<file path="config.mk">
export PLATFORM = sky130hd
export DESIGN_NAME = id_issue_ctrl
export DESIGN_NICKNAME = d
export VERILOG_FILES = /design/src/rtl/id_issue_ctrl_pkg.sv /design/src/rtl/id_scoreboard.sv /design/src/rtl/id_issue_ctrl.sv
export SDC_FILE = /design/constraint.sdc
export NUM_CORES = 1
export LEC_CHECK = 0
export ABC_AREA = 1
export CORE_AREA = 2 2 113 115
export DETAILED_ROUTE_END_ITERATION = 10
export DIE_AREA = 0 0 115 117
export PLACE_DENSITY_LB_ADDON = 0.25
export SLEW_MARGIN = 30
export SYNTH_ARGS = -nofsm -noshare
export SYNTH_HDL_FRONTEND = slang
export SYNTH_SLANG_ARGS = --single-unit
</file>
<file path="constraint.sdc">
create_clock -name clk -period 2.4 [get_ports clk]
set_clock_uncertainty 0.2 [all_clocks]
set_input_delay 0.48 -clock clk [delete_from_list [all_inputs] [get_ports clk]]
set_output_delay 0.48 -clock clk [all_outputs]
set_load 0.02 [all_outputs]
</file>
<file path="src/rtl/id_issue_ctrl_pkg.sv">
// Shared constants and types for the decode/issue stage.
// This package stands in for define.h: the first block holds the existing machine constants, the second block holds the new ones.
package id_issue_ctrl_pkg;

  // Existing machine-wide constants.
  localparam int COMMON_WIDTH   = 32;
  localparam int REG_NUM        = 5;
  localparam int ALU_TYPE_WIDTH = 4;
  localparam logic [ALU_TYPE_WIDTH-1:0] ALU_NOP = 4'd0;

  // New constants for the issue controller.
  localparam int STALL_CNT_WIDTH = 16;
  localparam int NUM_ARCH_REGS   = 1 << REG_NUM;

  // Issue slot occupancy states.
  typedef enum logic [1:0] {
    ST_EMPTY = 2'd0,
    ST_FULL  = 2'd1,
    ST_STALL = 2'd2
  } issue_state_t;

endpackage

</file>
<file path="src/rtl/id_scoreboard.sv">
// Register busy scoreboard.
// It has three lookup ports, and a writeback on an index releases that index in the same cycle.
// On a given bit, a set has priority over a clear.
module id_scoreboard
  import id_issue_ctrl_pkg::*;
(
  input  logic               clk,
  input  logic               rst_n,
  input  logic               set_en,
  input  logic [REG_NUM-1:0] set_idx,
  input  logic               clr_en,
  input  logic [REG_NUM-1:0] clr_idx,
  input  logic               flush_clr_en,
  input  logic [REG_NUM-1:0] flush_clr_idx,
  input  logic [REG_NUM-1:0] rs1_idx,
  input  logic [REG_NUM-1:0] rs2_idx,
  input  logic [REG_NUM-1:0] rd_idx,
  output logic               rs1_busy,
  output logic               rs2_busy,
  output logic               rd_busy
);

  logic [NUM_ARCH_REGS-1:0] busy_reg;
  logic [NUM_ARCH_REGS-1:0] busy_next;

  // A busy register whose writeback retires this cycle already counts as free.
  function automatic logic src_busy(input logic [NUM_ARCH_REGS-1:0] b,
                                    input logic [REG_NUM-1:0] idx,
                                    input logic wb_en,
                                    input logic [REG_NUM-1:0] wb_idx);
    return b[idx] && !(wb_en && (wb_idx == idx));
  endfunction

  // Lookup ports that apply same-cycle release.
  always_comb begin
    rs1_busy = src_busy(busy_reg, rs1_idx, clr_en, clr_idx);
    rs2_busy = src_busy(busy_reg, rs2_idx, clr_en, clr_idx);
    rd_busy  = src_busy(busy_reg, rd_idx,  clr_en, clr_idx);
  end

  // Next-state update: clears are applied first, then the set is applied, so the set wins.
  // x0 is never busy.
  always_comb begin
    busy_next = busy_reg;
    if (clr_en)       busy_next[clr_idx]       = 1'b0;
    if (flush_clr_en) busy_next[flush_clr_idx] = 1'b0;
    if (set_en)       busy_next[set_idx]       = 1'b1;
    busy_next[0] = 1'b0;
  end

  // Scoreboard register. Reset drops every pending bit.
  always_ff @(posedge clk or negedge rst_n) begin
    if (!rst_n) busy_reg <= '0;
    else        busy_reg <= busy_next;
  end

endmodule

</file>
<file path="src/rtl/id_issue_ctrl.sv">
// Decode-to-execute issue controller.
// It uses a single holding slot to the EX stage, with scoreboard-based RAW and WAW hazard stalls, flush, and a saturating stall counter.
module id_issue_ctrl
  import id_issue_ctrl_pkg::*;
(
  input  logic                       clk,
  input  logic                       rst_n,
  input  logic                       in_valid,
  output logic                       in_ready,
  input  logic [ALU_TYPE_WIDTH-1:0]  in_alu_type,
  input  logic                       in_imm_tag,
  input  logic [COMMON_WIDTH-1:0]    in_imm,
  input  logic [REG_NUM-1:0]         in_rd,
  input  logic [REG_NUM-1:0]         in_rs1,
  input  logic [REG_NUM-1:0]         in_rs2,
  output logic                       out_valid,
  input  logic                       out_ready,
  output logic [ALU_TYPE_WIDTH-1:0]  out_alu_type,
  output logic                       out_imm_tag,
  output logic [COMMON_WIDTH-1:0]    out_imm,
  output logic [REG_NUM-1:0]         out_rd,
  output logic [REG_NUM-1:0]         out_rs1,
  output logic [REG_NUM-1:0]         out_rs2,
  input  logic                       wb_valid,
  input  logic [REG_NUM-1:0]         wb_rd,
  input  logic                       flush,
  output logic [STALL_CNT_WIDTH-1:0] stall_cnt
);

  issue_state_t state_reg;
  issue_state_t state_next;

  logic rs1_busy;
  logic rs2_busy;
  logic rd_busy;
  logic hazard;
  logic slot_free;
  logic transfer;
  logic stall_now;
  logic set_en;
  logic flush_clr_en;

  id_scoreboard u_sb (
    .clk           (clk),
    .rst_n         (rst_n),
    .set_en        (set_en),
    .set_idx       (in_rd),
    .clr_en        (wb_valid),
    .clr_idx       (wb_rd),
    .flush_clr_en  (flush_clr_en),
    .flush_clr_idx (out_rd),
    .rs1_idx       (in_rs1),
    .rs2_idx       (in_rs2),
    .rd_idx        (in_rd),
    .rs1_busy      (rs1_busy),
    .rs2_busy      (rs2_busy),
    .rd_busy       (rd_busy)
  );

  // Handshake and hazard evaluation. in_ready does not depend on in_valid.
  always_comb begin
    hazard       = rs1_busy || (!in_imm_tag && rs2_busy) || rd_busy;
    slot_free    = !out_valid || out_ready;
    in_ready     = slot_free && !hazard && !flush;
    transfer     = in_valid && in_ready;
    stall_now    = in_valid && hazard && slot_free && !flush;
    set_en       = transfer && (in_rd != '0) && (in_alu_type != ALU_NOP);
    flush_clr_en = flush && out_valid && (out_rd != '0) && (out_alu_type != ALU_NOP);
  end

  // Next-state logic for slot occupancy. out_valid is decoded from the state.
  always_comb begin
    state_next = ST_EMPTY;
    out_valid  = (state_reg == ST_FULL);
    if (flush)                       state_next = ST_EMPTY;
    else if (transfer)               state_next = ST_FULL;
    else if (stall_now)              state_next = ST_STALL;
    else if (out_valid && !out_ready) state_next = ST_FULL;
    else                             state_next = ST_EMPTY;
  end

  // State register.
  always_ff @(posedge clk or negedge rst_n) begin
    if (!rst_n) state_reg <= ST_EMPTY;
    else        state_reg <= state_next;
  end

  // Holding slot fields. They load only on a transfer, so they stay stable while EX back-pressures.
  always_ff @(posedge clk or negedge rst_n) begin
    if (!rst_n) begin
      out_alu_type <= ALU_NOP;
      out_imm_tag  <= 1'b0;
      out_imm      <= '0;
      out_rd       <= '0;
      out_rs1      <= '0;
      out_rs2      <= '0;
    end else if (transfer) begin
      out_alu_type <= in_alu_type;
      out_imm_tag  <= in_imm_tag;
      out_imm      <= in_imm;
      out_rd       <= in_rd;
      out_rs1      <= in_rs1;
      out_rs2      <= in_rs2;
    end
  end

  // Count every cycle in which a present instruction is held back only by a hazard. The count saturates.
  always_ff @(posedge clk or negedge rst_n) begin
    if (!rst_n)                           stall_cnt <= '0;
    else if (stall_now && (stall_cnt != '1)) stall_cnt <= stall_cnt + 1'b1;
  end

endmodule

</file>
==> run metrics <==
status=finished, violations left; failing checks=negative setup slack; area of the mapped netlist=6190 um^2; CTS Buf Count=9; max reg flops=32; Setup Crit Path Kind=in -> out; Max rail drop VDD=0.650 mV; DP Cell Count=1229; setup_tns=-197 ps; Leak=4.39 nW; Ant. Diodes=0; CTS tree=done; Via density=5.72; final setup fails=6; sw power=2.67 mW; Fmax achieved=399 MHz; final hold viol count=0; Final Max Slew Viols=0; Num Clock Sinks=101; Crit. End Element=output pin; layout cell share with drive strength beyond 1=0.199; DR DRC count=0; RSZ-0062 raised after global routing=true; Congestion Overflow GR=0; final WL=23.9 mm; Die Height=117 um; Post-Synthesis Cells=894; final critical-path share of the clock period=1.05; sequential share of power=0.365; pin count of the biggest net entering global routing=49; vias in the first global route=6434; core area=12300 um^2; Startpoint Class=input port; die area=13500 um^2; initial core utilization=0.503; CP cell instances=clkdlybuf4s15_2, inv_2, buf_12, nand2_1, nand3_1, nand3_1, nand2_1, nand2_1, nand3_1, nand3_2, nand3_4, nor2_4, buf_6; sequential cell area fraction in the yosys report=0.408; antenna violations before repair=0; first-pass GRT wire length=33.5 mm; Tmin final=2510 ps; worst-margin pin slew=589 ps; fin worst setup slack=-108 ps; pwr dens=729 nW/um^2; Tot GR Track Use=0.323; YS warnings=0; filler-free cell count of the finished design=1273; Sw Ratio=0.393; Top Ports=133; Die X=115 um; largest stage delay on the critical path=220 ps; DP HPWL=15.4 mm; DRT Pass-1 Iters=6; Clock Latency Late Sink=360 ps; Reg clk slew, reported paths=70 ps; total number of vias=7287; syn nets=958; Layout Nets=1182; WL per Instance=18.8 um; Slew headroom=0.604; worst min path class=in -> reg; clock power share=0.213; synth unique cells=31; Crit Path Max Fanout=14; RePlAce Congestion=0.996; Avg Inst Size Synth=6.93 um^2; Layout fillers=928; row count=41; Post-DRT Antenna Nets=0; worst endpoint data arrival time=1830 ps; Area growth syn-to-layout=50.6%; critical path's slowest cell=clkdlybuf4s15_2; IO Port Bufs=132; htree depth=3; #FFs+latches synth=101; clock tree buffer depth=2; Iter 0 DRT Violations=802; CTS root buf=clkbuf_16; worst path required time=1720 ps; Combinational Power Share=0.422; maxcap violations=0; P_int=4.12 mW
critical path: cells and delay by family:
family / cells / cell delay (ps)
simple gates: 9 / 800
buf+inv: 4 / 530
Yosys cell counts:
library cell	count	share of area
nor3_1	25	0.020
buf_6	8	0.015
o22ai_1	5	0.0050
ha_1	1	0.0020
inv_2	4	0.0024
xnor2_1	6	0.0085
nand2_2	1	0.0010
buf_2	19	0.015
nand2_1	300	0.18
nand3_2	1	0.0016
dfrtp_1	101	0.41
o211ai_1	7	0.0085
nor2_1	66	0.040
o21ai_2	7	0.0099
or4_1	1	0.0012
o221ai_1	14	0.020
nand3_1	87	0.070
nor4_1	4	0.0040
o21ai_1	19	0.015
nand4_1	34	0.034
a21oi_2	1	0.0014
a221oi_1	1	0.0014
buf_4	4	0.0048
o21ai_0	39	0.032
clkbuf_1	9	0.0055
inv_1	107	0.065
clkinv_1	1	0.00061
nor2_4	1	0.0018
a31oi_1	3	0.0030
a21oi_1	7	0.0057
xor2_1	11	0.016
placed cells by master (no fill, tap or decap), types with 4 or more instances in the layout:
cell,n
a21oi_1,7
buf_12,12
buf_4,81
buf_6,12
clkbuf_16,19
clkdlybuf4s50_1,110
dfrtp_1,99
dlygate4sd2_1,14
inv_1,93
inv_2,14
nand2_1,271
nand2_2,24
nand2_4,6
nand3_1,85
nand4_1,34
nor2_1,64
nor3_1,17
nor3_2,5
nor4_1,4
o211ai_1,7
o21ai_0,31
o21ai_1,20
o21ai_2,13
o221ai_1,14
o22ai_1,5
xnor2_1,6
xor2_1,11
path summary, 6_finish.rpt:
check | start | end | slack (ps) | cells after the start
max | in_rs1[0] | in_ready | -110 | 13
min | in_rd[3] | out_rd[3] | 270 | 3
max reg2reg | u_sb.busy_reg[12] | out_imm[26] | -30 | 17
min reg2reg | out_imm[14] | out_imm[14] | 270 | 2
max in group asynchronous | rst_n | u_sb.busy_reg[7] | 1120 | 3
min in group asynchronous | rst_n | u_sb.busy_reg[13] | 330 | 2
what timing repair did:
item | in CTS | in global routing
setup buffers | 4 | 5
gates resized for setup | 81 | 79
cloned | 5 | 15
pin swaps | 9 | 13
setup endpoints to repair | 101 | 100
hold buffers | 1 | 0
endpoints found under the hold margin | 12 | 0
final cells by class:
cell class                 count  area, um^2  share of cell area
multi-input combinational    641        3230               0.346
timing repair buffer         252        2640               0.283
sequential                   101        2530               0.271
inverter                     112         440              0.0472
clock buffer                  10         229              0.0246
tap                          150         188              0.0201
clock inverter                 6        57.6             0.00617
timing repair inverter         1        11.3             0.00121
routing by layer:
layer  share of wire  vias up  GRT usage
met3           0.096       79     0.0721
met5               0        -          0
met2            0.47      411      0.510
met1            0.40     3428      0.433
li1                -     3369          -
met4           0.036        0      0.136
through the flow:
step / area [um^2] / power [mW] / worst slack (ps) / hold WS (ps) / util
after global routing: 9330 / 7.11 / -204 / 276 / 0.758
after detailed placement: 8260 / 5.00 / -939 / 168 / 0.671
final: 9330 / 6.79 / -108 / 271 / 0.758
after global placement: 8260 / 4.97 / -913 / 171 / 0.671
after floorplan: 6190 / 3.68 / 62.1 / -15.6 / -
after CTS: 8800 / 6.51 / -82.9 / 275 / 0.715
kinds of logic after synthesis:
logic type	synth area share
buffers and inverters	0.108
AOI/OAI and AO/OA	0.102
DFF	0.408
and+or+nand+nor	0.356
xor gates and xnor gates	0.0240
adders and majority gates	0.00202
power by group through the flow:
stage               combinational [mW]  clock (mW)  sequential [mW]
finish                            2.87        1.45             2.48
global route                      3.07        1.52             2.51
CTS                               2.63        1.46             2.41
detailed placement                2.56           0             2.44
global placement                  2.54           0             2.43
floorplan                        0.889           0             2.79
Note: power is estimated with default switching activity, not from simulation.
